File: src/rtl/mx_pkg.sv
// mx_pkg: shared MX constants, E8M0 scale encoding and default element field layout.
package mx_pkg;
  localparam int ELEM_EXP_W = 4;
  localparam int ELEM_MAN_W = 3;
  localparam int ELEM_BIAS  = 7;
  localparam int SH_W       = 11;
  localparam int E8M0_BIAS  = 127;
  localparam logic [7:0] E8M0_NAN = 8'hFF;
  typedef struct packed {
    logic                  sign;
    logic [ELEM_EXP_W-1:0] exp;
    logic [ELEM_MAN_W-1:0] man;
  } elem_t;
endpackage

File: src/rtl/shift_sat_int.sv
// shift_sat_int: bidirectional shift of a significand, saturation to a signed range, and negation.
module shift_sat_int
  import mx_pkg::*;
#(
  parameter int MAN_W   = ELEM_MAN_W,
  parameter int WIDTH_O = 16
) (
  input  logic                   sign_i,
  input  logic [MAN_W:0]         m_i,
  input  logic signed [SH_W-1:0] shift_i,
  input  logic                   nan_i,
  output logic [WIDTH_O-1:0]     int_o,
  output logic                   sat_o
);
  // Wide enough to hold m_i shifted left by up to WIDTH_O without losing bits
  localparam int XW = WIDTH_O + MAN_W + 2;
  localparam logic [XW-1:0] LIM_N = XW'(1) << (WIDTH_O - 1);
  localparam logic [XW-1:0] LIM_P = LIM_N - XW'(1);
  logic [XW-1:0] mag_x;
  logic big, ovf;
  logic [WIDTH_O-1:0] mag;
  always_comb begin
    big   = !shift_i[SH_W-1] && (shift_i > SH_W'(WIDTH_O));
    mag_x = shift_i[SH_W-1] ? XW'(m_i) >> (-shift_i) : XW'(m_i) << shift_i;
    ovf   = |m_i && (big || mag_x > (sign_i ? LIM_N : LIM_P));
    mag   = mag_x[WIDTH_O-1:0];
    sat_o = !nan_i && ovf;
    int_o = nan_i ? '0 :
            ovf   ? (sign_i ? LIM_N[WIDTH_O-1:0] : LIM_P[WIDTH_O-1:0]) :
            sign_i ? -mag : mag;
  end
endmodule

File: src/rtl/mx_elem_to_int.sv
// mx_elem_to_int: expands an MX element with its E8M0 block scale into a saturated signed
// fixed-point integer through a 2-stage valid/ready pipeline (decode, then shift/saturate).
module mx_elem_to_int
  import mx_pkg::*;
#(
  parameter int EXP_W   = ELEM_EXP_W,
  parameter int MAN_W   = ELEM_MAN_W,
  parameter int BIAS    = ELEM_BIAS,
  parameter int WIDTH_O = 16,
  parameter int FRAC_W  = 0
) (
  input  logic                   i_clk,
  input  logic                   i_rst_n,
  input  logic                   i_valid,
  output logic                   o_ready,
  input  logic [EXP_W+MAN_W:0]   i_elem,
  input  logic [7:0]             i_scale,
  output logic                   o_valid,
  input  logic                   i_ready,
  output logic [WIDTH_O-1:0]     o_int,
  output logic                   o_sat,
  output logic                   o_nan
);
  logic s1_valid_q, s1_sign_q, s1_nan_q, s2_valid_q, o_sat_q, o_nan_q;
  logic [MAN_W:0] s1_m_q, s1_m_d;
  logic signed [SH_W-1:0] s1_shift_q, s1_shift_d;
  logic [EXP_W-1:0] exp_w;
  logic [WIDTH_O-1:0] o_int_q, int_d;
  logic sat_d, s2_adv;
  always_comb begin
    exp_w      = i_elem[EXP_W+MAN_W-1:MAN_W];
    s1_m_d     = {|exp_w, i_elem[MAN_W-1:0]};
    // Subnormals share the exponent of the smallest normal
    s1_shift_d = SH_W'((exp_w == '0) ? EXP_W'(1) : exp_w) + SH_W'(i_scale)
               - SH_W'(BIAS + MAN_W + E8M0_BIAS - FRAC_W);
    s2_adv     = !s2_valid_q || i_ready;
    o_ready    = !s1_valid_q || s2_adv;
  end
  shift_sat_int #(.MAN_W(MAN_W), .WIDTH_O(WIDTH_O)) u_shift_sat (
    .sign_i (s1_sign_q),
    .m_i    (s1_m_q),
    .shift_i(s1_shift_q),
    .nan_i  (s1_nan_q),
    .int_o  (int_d),
    .sat_o  (sat_d)
  );
  always_ff @(posedge i_clk or negedge i_rst_n) begin
    if (!i_rst_n) begin
      s1_valid_q <= 1'b0;
      s1_sign_q  <= 1'b0;
      s1_m_q     <= '0;
      s1_shift_q <= '0;
      s1_nan_q   <= 1'b0;
      s2_valid_q <= 1'b0;
      o_int_q    <= '0;
      o_sat_q    <= 1'b0;
      o_nan_q    <= 1'b0;
    end else begin
      if (o_ready) begin
        s1_valid_q <= i_valid;
        if (i_valid) begin
          s1_sign_q  <= i_elem[EXP_W+MAN_W];
          s1_m_q     <= s1_m_d;
          s1_shift_q <= s1_shift_d;
          s1_nan_q   <= (i_scale == E8M0_NAN);
        end
      end
      if (s2_adv) begin
        s2_valid_q <= s1_valid_q;
        if (s1_valid_q) begin
          o_int_q <= int_d;
          o_sat_q <= sat_d;
          o_nan_q <= s1_nan_q;
        end
      end
    end
  end
  assign o_valid = s2_valid_q;
  assign o_int   = o_int_q;
  assign o_sat   = o_sat_q;
  assign o_nan   = o_nan_q;
endmodule

File: config.mk
export PLATFORM = sky130hd
export DESIGN_NAME = mx_elem_to_int
export DESIGN_NICKNAME = d
export VERILOG_FILES = /design/src/rtl/mx_pkg.sv /design/src/rtl/shift_sat_int.sv /design/src/rtl/mx_elem_to_int.sv
export SDC_FILE = /design/constraint.sdc
export NUM_CORES = 1
export LEC_CHECK = 0
export CAP_MARGIN = 10
export CELL_PAD_IN_SITES_DETAIL_PLACEMENT = 0
export CELL_PAD_IN_SITES_GLOBAL_PLACEMENT = 1
export CORE_UTILIZATION = 44
export CTS_CLUSTER_SIZE = 10
export DETAILED_ROUTE_END_ITERATION = 6
export MAX_ROUTING_LAYER = met4
export PLACE_DENSITY_LB_ADDON = 0.05
export SKIP_LAST_GASP = 1
export SYNTH_ARGS = -nofsm -noshare
export SYNTH_HDL_FRONTEND = slang
export SYNTH_SLANG_ARGS = --single-unit
File: constraint.sdc
create_clock -name i_clk -period 4.79 [get_ports i_clk]
set_clock_uncertainty 0.1 [all_clocks]
set_input_delay 0.958 -clock i_clk [delete_from_list [all_inputs] [get_ports i_clk]]
set_output_delay 0.958 -clock i_clk [all_outputs]
set_load 0.01 [all_outputs]
# After elaboration in Yosys (flattened, before gate mapping)
# Index checks and enable logic that the tools add are counted.
[classes] muxes=7 div=0 n_shift=2 eq_ne=1 order_cmp=2 multipliers=0 n_reduce_logical=15 bitwise_logic=0 n_addsub=4
[ops] cell="$mux 16" count=5
[ops] cell="$gt 21x21->1" count=1
[ops] cell="$mux 21" count=1
[ops] cell="$shl 4x11->21" count=1
[ops] cell="$shr 4x11->21" count=1
[ops] cell="$neg 16->16" count=1
[ops] cell="$gt 11x6->1 const B" count=1
[ops] cell="$neg 11->11" count=1
[ops] cell="$sub 9x8->10 const B" count=1
[ops] cell="$add 4x8->9" count=1
[ops] cell="$eq 8x8->1 const B" count=1
[ops] cell="$reduce_or 4->1" count=2
[ops] cell="$logic_not 1->1" count=4
[ops] cell="$logic_not 4->1" count=1
[ops] cell="$mux 4" count=1
[ops] cell="$reduce_and 2->1" count=2
[ops] cell="$logic_and 1x1->1" count=3
[ops] cell="$logic_or 1x1->1" count=3
[word_totals] register_bits=37 mem_count=0 out_inout_bits=20 input_bits=20 romBits=0 ramBits=0 latchBits=0 elab_cells=40

# Logic depth before layout (Yosys ltp)
[depth] depth_word=8 mapped_depth=21 mapped_depth_nobuf=16

# Hierarchy
# Synthesis repeated with hierarchy kept, for this count alone.
[unflattened] hier_cells=448 area_unflattened_um2=3838.7
[by_module_without_submodules] module="shift_sat_int" n_inst=1 area_each_um2=2113.3 cells_each=305 seq_area_each_um2=0.0
[by_module_without_submodules] module="mx_elem_to_int" n_inst=1 area_each_um2=1725.4 cells_each=143 seq_area_each_um2=900.9

# Least setup slack after synthesis
# OpenSTA, ideal clock, no wires.
[synth_timing] kind="reg2reg" start="register s1_shift_q[1]" end="register o_int_q[13] (netlist: o_int[13])" setup_time_ns=0.129 period_less_slack_ns=4.375 path_stages_with_launch=22 n_path_buf=5 setup_slack_ns=0.415 arrival_time_ns=4.146 t_required_ns=4.561 path_cell_list="dfrtp_1 -> buf_4 -> buf_4 -> buf_6 -> inv_1 -> ha_1 -> or3b_2 -> o22ai_1 -> and3_1 -> buf_6 -> nand3_1 -> o31a_1 -> ha_1 -> and4_1 -> nand4_1 -> or4_1 -> nand3_1 -> a31o_2 -> nand2_2 -> buf_4 -> o2111a_1 -> a2111o_1"
[synth_via] elab_chain_cells=8 elab_cells_between_ends=13 classes_between="add/sub: 2; order compare: 2; shift: 2; mux: 4; reduce/logical: 3"
[synth_rtl] item="start: declaration" line_no="mx_elem_to_int.sv:26" text="logic signed [SH_W-1:0] s1_shift_q, s1_shift_d;"
[synth_rtl] item="start signal: assignment" line_no="mx_elem_to_int.sv:64" text="s1_shift_q <= s1_shift_d;"
[synth_rtl] item="$neg 11->11" line_no="shift_sat_int.sv:24" text="mag_x = shift_i[SH_W-1] ? XW'(m_i) >> (-shift_i) : XW'(m_i) << shift_i;"
[synth_rtl] item="$shr 4x11->21" line_no="shift_sat_int.sv:24"
[synth_rtl] item="$mux 21" line_no="shift_sat_int.sv:24"
[synth_rtl] item="$gt 21x21->1" line_no="shift_sat_int.sv:25" text="ovf = |m_i && (big || mag_x > (sign_i ? LIM_N : LIM_P));"
[synth_rtl] item="$logic_or 1x1->1" line_no="shift_sat_int.sv:25"
[synth_rtl] item="$logic_and 1x1->1" line_no="shift_sat_int.sv:25"
[synth_rtl] item="$mux 16 *" line_no="shift_sat_int.sv:29" text="ovf ? (sign_i ? LIM_N[WIDTH_O-1:0] : LIM_P[WIDTH_O-1:0]) :"
[synth_rtl] item="$mux 16 *" line_no="shift_sat_int.sv:28" text="int_o = nan_i ? '0 :"
[synth_rtl] item="end signal: assignment" line_no="mx_elem_to_int.sv:71" text="o_int_q <= int_d;"
[synth_rtl] item="end: declaration" line_no="mx_elem_to_int.sv:28" text="logic [WIDTH_O-1:0] o_int_q, int_d;"
# Mark *: on every way between the ends. The rest lies on a longest branch, timed or not.
# A chain may end at the register's enable or synchronous reset.

# Worst setup path in the final report
[layout_timing] start="register s1_shift_q[1]" end="register o_int_q[10] (netlist: o_int[10])"
# Same word-level chain as after synthesis.

==> results.py <==
metrics = {
    "run_status": {
        "status": "complete, no violations",
    },
    "synthesis": {
        "post_synth_num_cell_types": 89,
        "synth.cell_area_um2": 3720,
        "yosysSeqAreaShare": 0.242,
        "most_area_hungry_cell_type_in_the_yosys_netlist": "sky130_fd_sc_hd__dfrtp_1",
        "synth_area_leaders": "sky130_fd_sc_hd__dfrtp_1 (24%), sky130_fd_sc_hd__ha_1 (10%), sky130_fd_sc_hd__nand2_1 (4.3%)",
        "syn-instance-count": 448,
        "ys_async_sr_fraction": 1.00,
        "synthesis.nets": 499,
        "synthMostInstantiatedCell": "sky130_fd_sc_hd__nand2_1",
        "ys_warnings": 0,
        "ys_seq_elements": 36,
        "synth_top_area_frac": 0.242,
        "postSynth.topFlopCell": "sky130_fd_sc_hd__dfrtp_1",
        "syn_avg_cell_area_um2": 8.31,
        "number_of_enable_flip_flop_cells_after_synthesis": 0,
        "synth_commonest_cells": "sky130_fd_sc_hd__nand2_1 (43), sky130_fd_sc_hd__dfrtp_1 (36), sky130_fd_sc_hd__inv_1 (32), sky130_fd_sc_hd__nor2_1 (31), sky130_fd_sc_hd__ha_1 (30)",
    },
    "power": {
        "p_seq_frac": 0.313,
        "netSwitchingPower_mw": 0.619,
        "power.density_nw_per_um2": 343,
        "power.clock.fraction": 0.186,
        "comb_power_share": 0.501,
        "p_sw_frac": 0.424,
        "cell_int_power_mw": 0.842,
        "vdd_ir_drop_max_uv": 195,
        "p_leak_nw": 1.93,
    },
    "worst_setup_path": {
        "timing.critical_path.slowest_cell_delay_ns": 0.46,
        "worstSetupStartpointType": "register",
        "timing.critical_path.max_delay_family": "simple AND/OR/NAND/NOR gates",
        "timing.critical_path.slowest_stage_cell": "sky130_fd_sc_hd__or3b_2",
        "cp.arrival_ns": 4.54,
        "worst_path_cell_chain": "inv_1 > ha_1 > or3b_2 > o22ai_1 > and3_1 > nand3_1 > o31a_1 > ha_1 > and4_1 > nand4_1 > or4_1 > nand3_1 > a31o_2 > and2_1 > a21oi_1 > a221o_1",
        "r2r-start": "s1_shift_q[1]$_DFFE_PN0P_",
        "crit_buf_inv": 1,
        "reg2reg_setup_slack_ns": 0.33,
        "setup.worst_path.end_class": "register",
        "r2r_depth": 16,
        "timing.setup.critical_path_class": "reg -> reg",
        "critPathRequiredTime_ns": 4.87,
        "r2r_end": "o_int[10]$_DFFE_PN0P_",
        "crit_path_max_fanout": 9,
    },
    "layout": {
        "layout.nets": 527,
        "final_design_area_no_fill_um2": 4260,
        "finalNonFillerCells": 582,
        "layout.filler_cells": 792,
        "num_antenna_cells": 0,
        "syn2layout_area_growth_pct": 14.4,
        "proportion_of_layout_cells_with_a_drive_suffix_above_1": 0.107,
    },
    "clock_tree": {
        "clk_pin_slew_worst_paths_ns": 0.08,
        "cts_inserted_buffers": 5,
        "clock_tree.htree_level_count": 2,
        "post-cts-setup-buffer-count": 0,
        "clock-root-buffer": "sky130_fd_sc_hd__clkbuf_8",
        "cts_num_sinks": 36,
        "cts_repair_resize_count": 0,
        "clockBufferDepth": 2,
        "insertion_delay_ns": 0.29,
        "post_cts_hold_buffer_count": 0,
        "cts_tree": "done",
    },
    "global_routing": {
        "antenna_found_initial": 0,
        "grt_first_pass_wirelength_mm": 17.8,
        "globalRoute.totalOverflow": 0,
        "grt_max_degree": 39,
        "global_route.usage.total": 0.268,
        "first_global_vias": 3370,
    },
    "timing": {
        "unrepaired_setup_endpoints_after_global_routing": "no",
        "finalSetupTns_ns": 0,
        "report.final.setup_viol": 0,
        "report.final.hold_viol_count": 0,
        "timing.final.max_slew_violations": 0,
        "post_route_fraction_of_the_period_consumed_by_the_critical_path": 0.931,
        "worst_pin_slew_ns": 0.879,
        "fmax_mhz": 224,
        "fin_crit_ns": 4.46,
        "worst_slew_margin_rel": 0.413,
    },
    "floorplan": {
        "die_height_um": 94.0,
        "die-width_um": 94.0,
        "ios": 40,
        "core_region_area_um2": 8220,
        "dieArea_um2": 8830,
        "std_cell_rows": 33,
        "floorplan.initialDensity": 0.453,
    },
    "min_path": {
        "min_from": "o_int[4]$_DFFE_PN0P_",
        "min_to": "o_int[4]$_DFFE_PN0P_",
        "min_delay_path_depth": 2,
        "worstHoldPathType": "reg -> reg",
    },
    "placed_design": {
        "port_buffers": 39,
        "post-place-cells": 574,
        "hpwlAfterDp_mm": 8.08,
        "routability_congestion_estimate_from_global_placement": 0.917,
        "post_dp_cell_area_um2": 4150,
    },
    "detailed_routing": {
        "finalWirelength_mm": 10.7,
        "drt-initial-drc-count": 232,
        "firstDrtPassIters": 5,
        "detailroute.via_count": 3559,
        "detail_route.drc_violations": 0,
        "detail_route.wl_per_cell_um": 18.3,
        "final_antenna_net_count": 0,
        "routed_via_density": 6.12,
    },
    "flow_run": {
        "maxCapViolCount": 0,
    },
}
-- power by group through the flow --
stage	registers, mW	clock network (mW)	logic, mW
floorplan	0.443	0	0.500
CTS	0.455	0.277	0.725
finish	0.458	0.271	0.732
detailed placement	0.460	0	0.721
global placement	0.461	0	0.723
global route	0.469	0.291	0.806
-- logic make-up after synthesis --
group | Yosys count | share of synthesized area
xor gates and xnor gates | 7 | 0.0165
muxes | 19 | 0.0545
and+or+nand+nor | 160 | 0.241
DFF | 36 | 0.242
AOI/OAI and AO/OA | 132 | 0.261
buffers and inverters | 63 | 0.0794
adders and majority gates | 31 | 0.106
-- cells in the final DEF, fill, tap and decap left out, types with 12 or more instances in the layout --
cell type	instances
sky130_fd_sc_hd__o21ai_0	22
sky130_fd_sc_hd__clkdlybuf4s50_1	38
sky130_fd_sc_hd__a21oi_1	24
sky130_fd_sc_hd__nor2_1	31
sky130_fd_sc_hd__nand2_1	43
sky130_fd_sc_hd__inv_1	32
sky130_fd_sc_hd__mux2i_1	12
sky130_fd_sc_hd__dfrtp_1	36
sky130_fd_sc_hd__nor3_1	12
sky130_fd_sc_hd__ha_1	30
-- flip-flops by register name, summed over array words and instances, names as in the netlist --
name and cells:
s1_valid_q 1, o_valid 1, s1_shift_q 10, o_nan 1
o_int 16, s1_sign_q 1, s1_nan_q 1, o_sat 1
s1_m_q 4
-- how the worst max path moves through the flow --
stage          slack [ns]                      start  depth (start not counted)               endpoint
3_3_place_gp         0.61  s1_shift_q[1]$_DFFE_PN0P_                         16  o_int[10]$_DFFE_PN0P_
4_1_cts              0.40  s1_shift_q[1]$_DFFE_PN0P_                         16  o_int[10]$_DFFE_PN0P_
6_report             0.33  s1_shift_q[1]$_DFFE_PN0P_                         16  o_int[10]$_DFFE_PN0P_
5_1_grt              0.01  s1_shift_q[1]$_DFFE_PN0P_                         16  o_int[10]$_DFFE_PN0P_
2_1_floorplan        0.42  s1_shift_q[1]$_DFFE_PN0P_                         21  o_int[13]$_DFFE_PN0P_
3_5_place_dp         0.44  s1_shift_q[1]$_DFFE_PN0P_                         16  o_int[10]$_DFFE_PN0P_
-- metrics by stage --
| stage | hold WS (ns) | util | setup WS (ns) | power (mW) |
|---|---|---|---|---|
| finish | 0.386 | 0.518 | 0.332 | 1.46 |
| global route | 0.411 | 0.518 | 0.0103 | 1.57 |
| CTS | 0.392 | 0.518 | 0.400 | 1.46 |
| detailed placement | 0.374 | 0.505 | 0.435 | 1.18 |
| global placement | 0.372 | 0.505 | 0.607 | 1.18 |
| floorplan | 0.380 | - | 0.415 | 0.943 |
-- tightest hold or removal path, cell delays in order, from the launching register on --
cell and delay, ns:
sky130_fd_sc_hd__dfrtp_1 0.34, sky130_fd_sc_hd__nand2_1 0.05, sky130_fd_sc_hd__o31ai_1 0.06
-- area by class of cell --
cell class / count / area (um^2) / area share
tap: 105 / 131 / 0.0309
multi-input combinational: 349 / 2520 / 0.593
clock buffer: 6 / 72.6 / 0.0170
sequential: 36 / 901 / 0.212
timing repair buffer: 49 / 460 / 0.108
inverter: 35 / 131 / 0.0309
clock inverter: 2 / 35.0 / 0.00823
-- metal layers --
| layer | track usage | vias to the layer above | wire [um] |
|---|---|---|---|
| li1 | - | 1710 | - |
| met1 | 0.392 | 1691 | 5090 |
| met2 | 0.386 | 139 | 4660 |
| met3 | 0.0291 | 19 | 688 |
| met4 | 0.0833 | 0 | 223 |
| met5 | - | - | 0 |
Note: power is estimated with default switching activity, not from simulation.
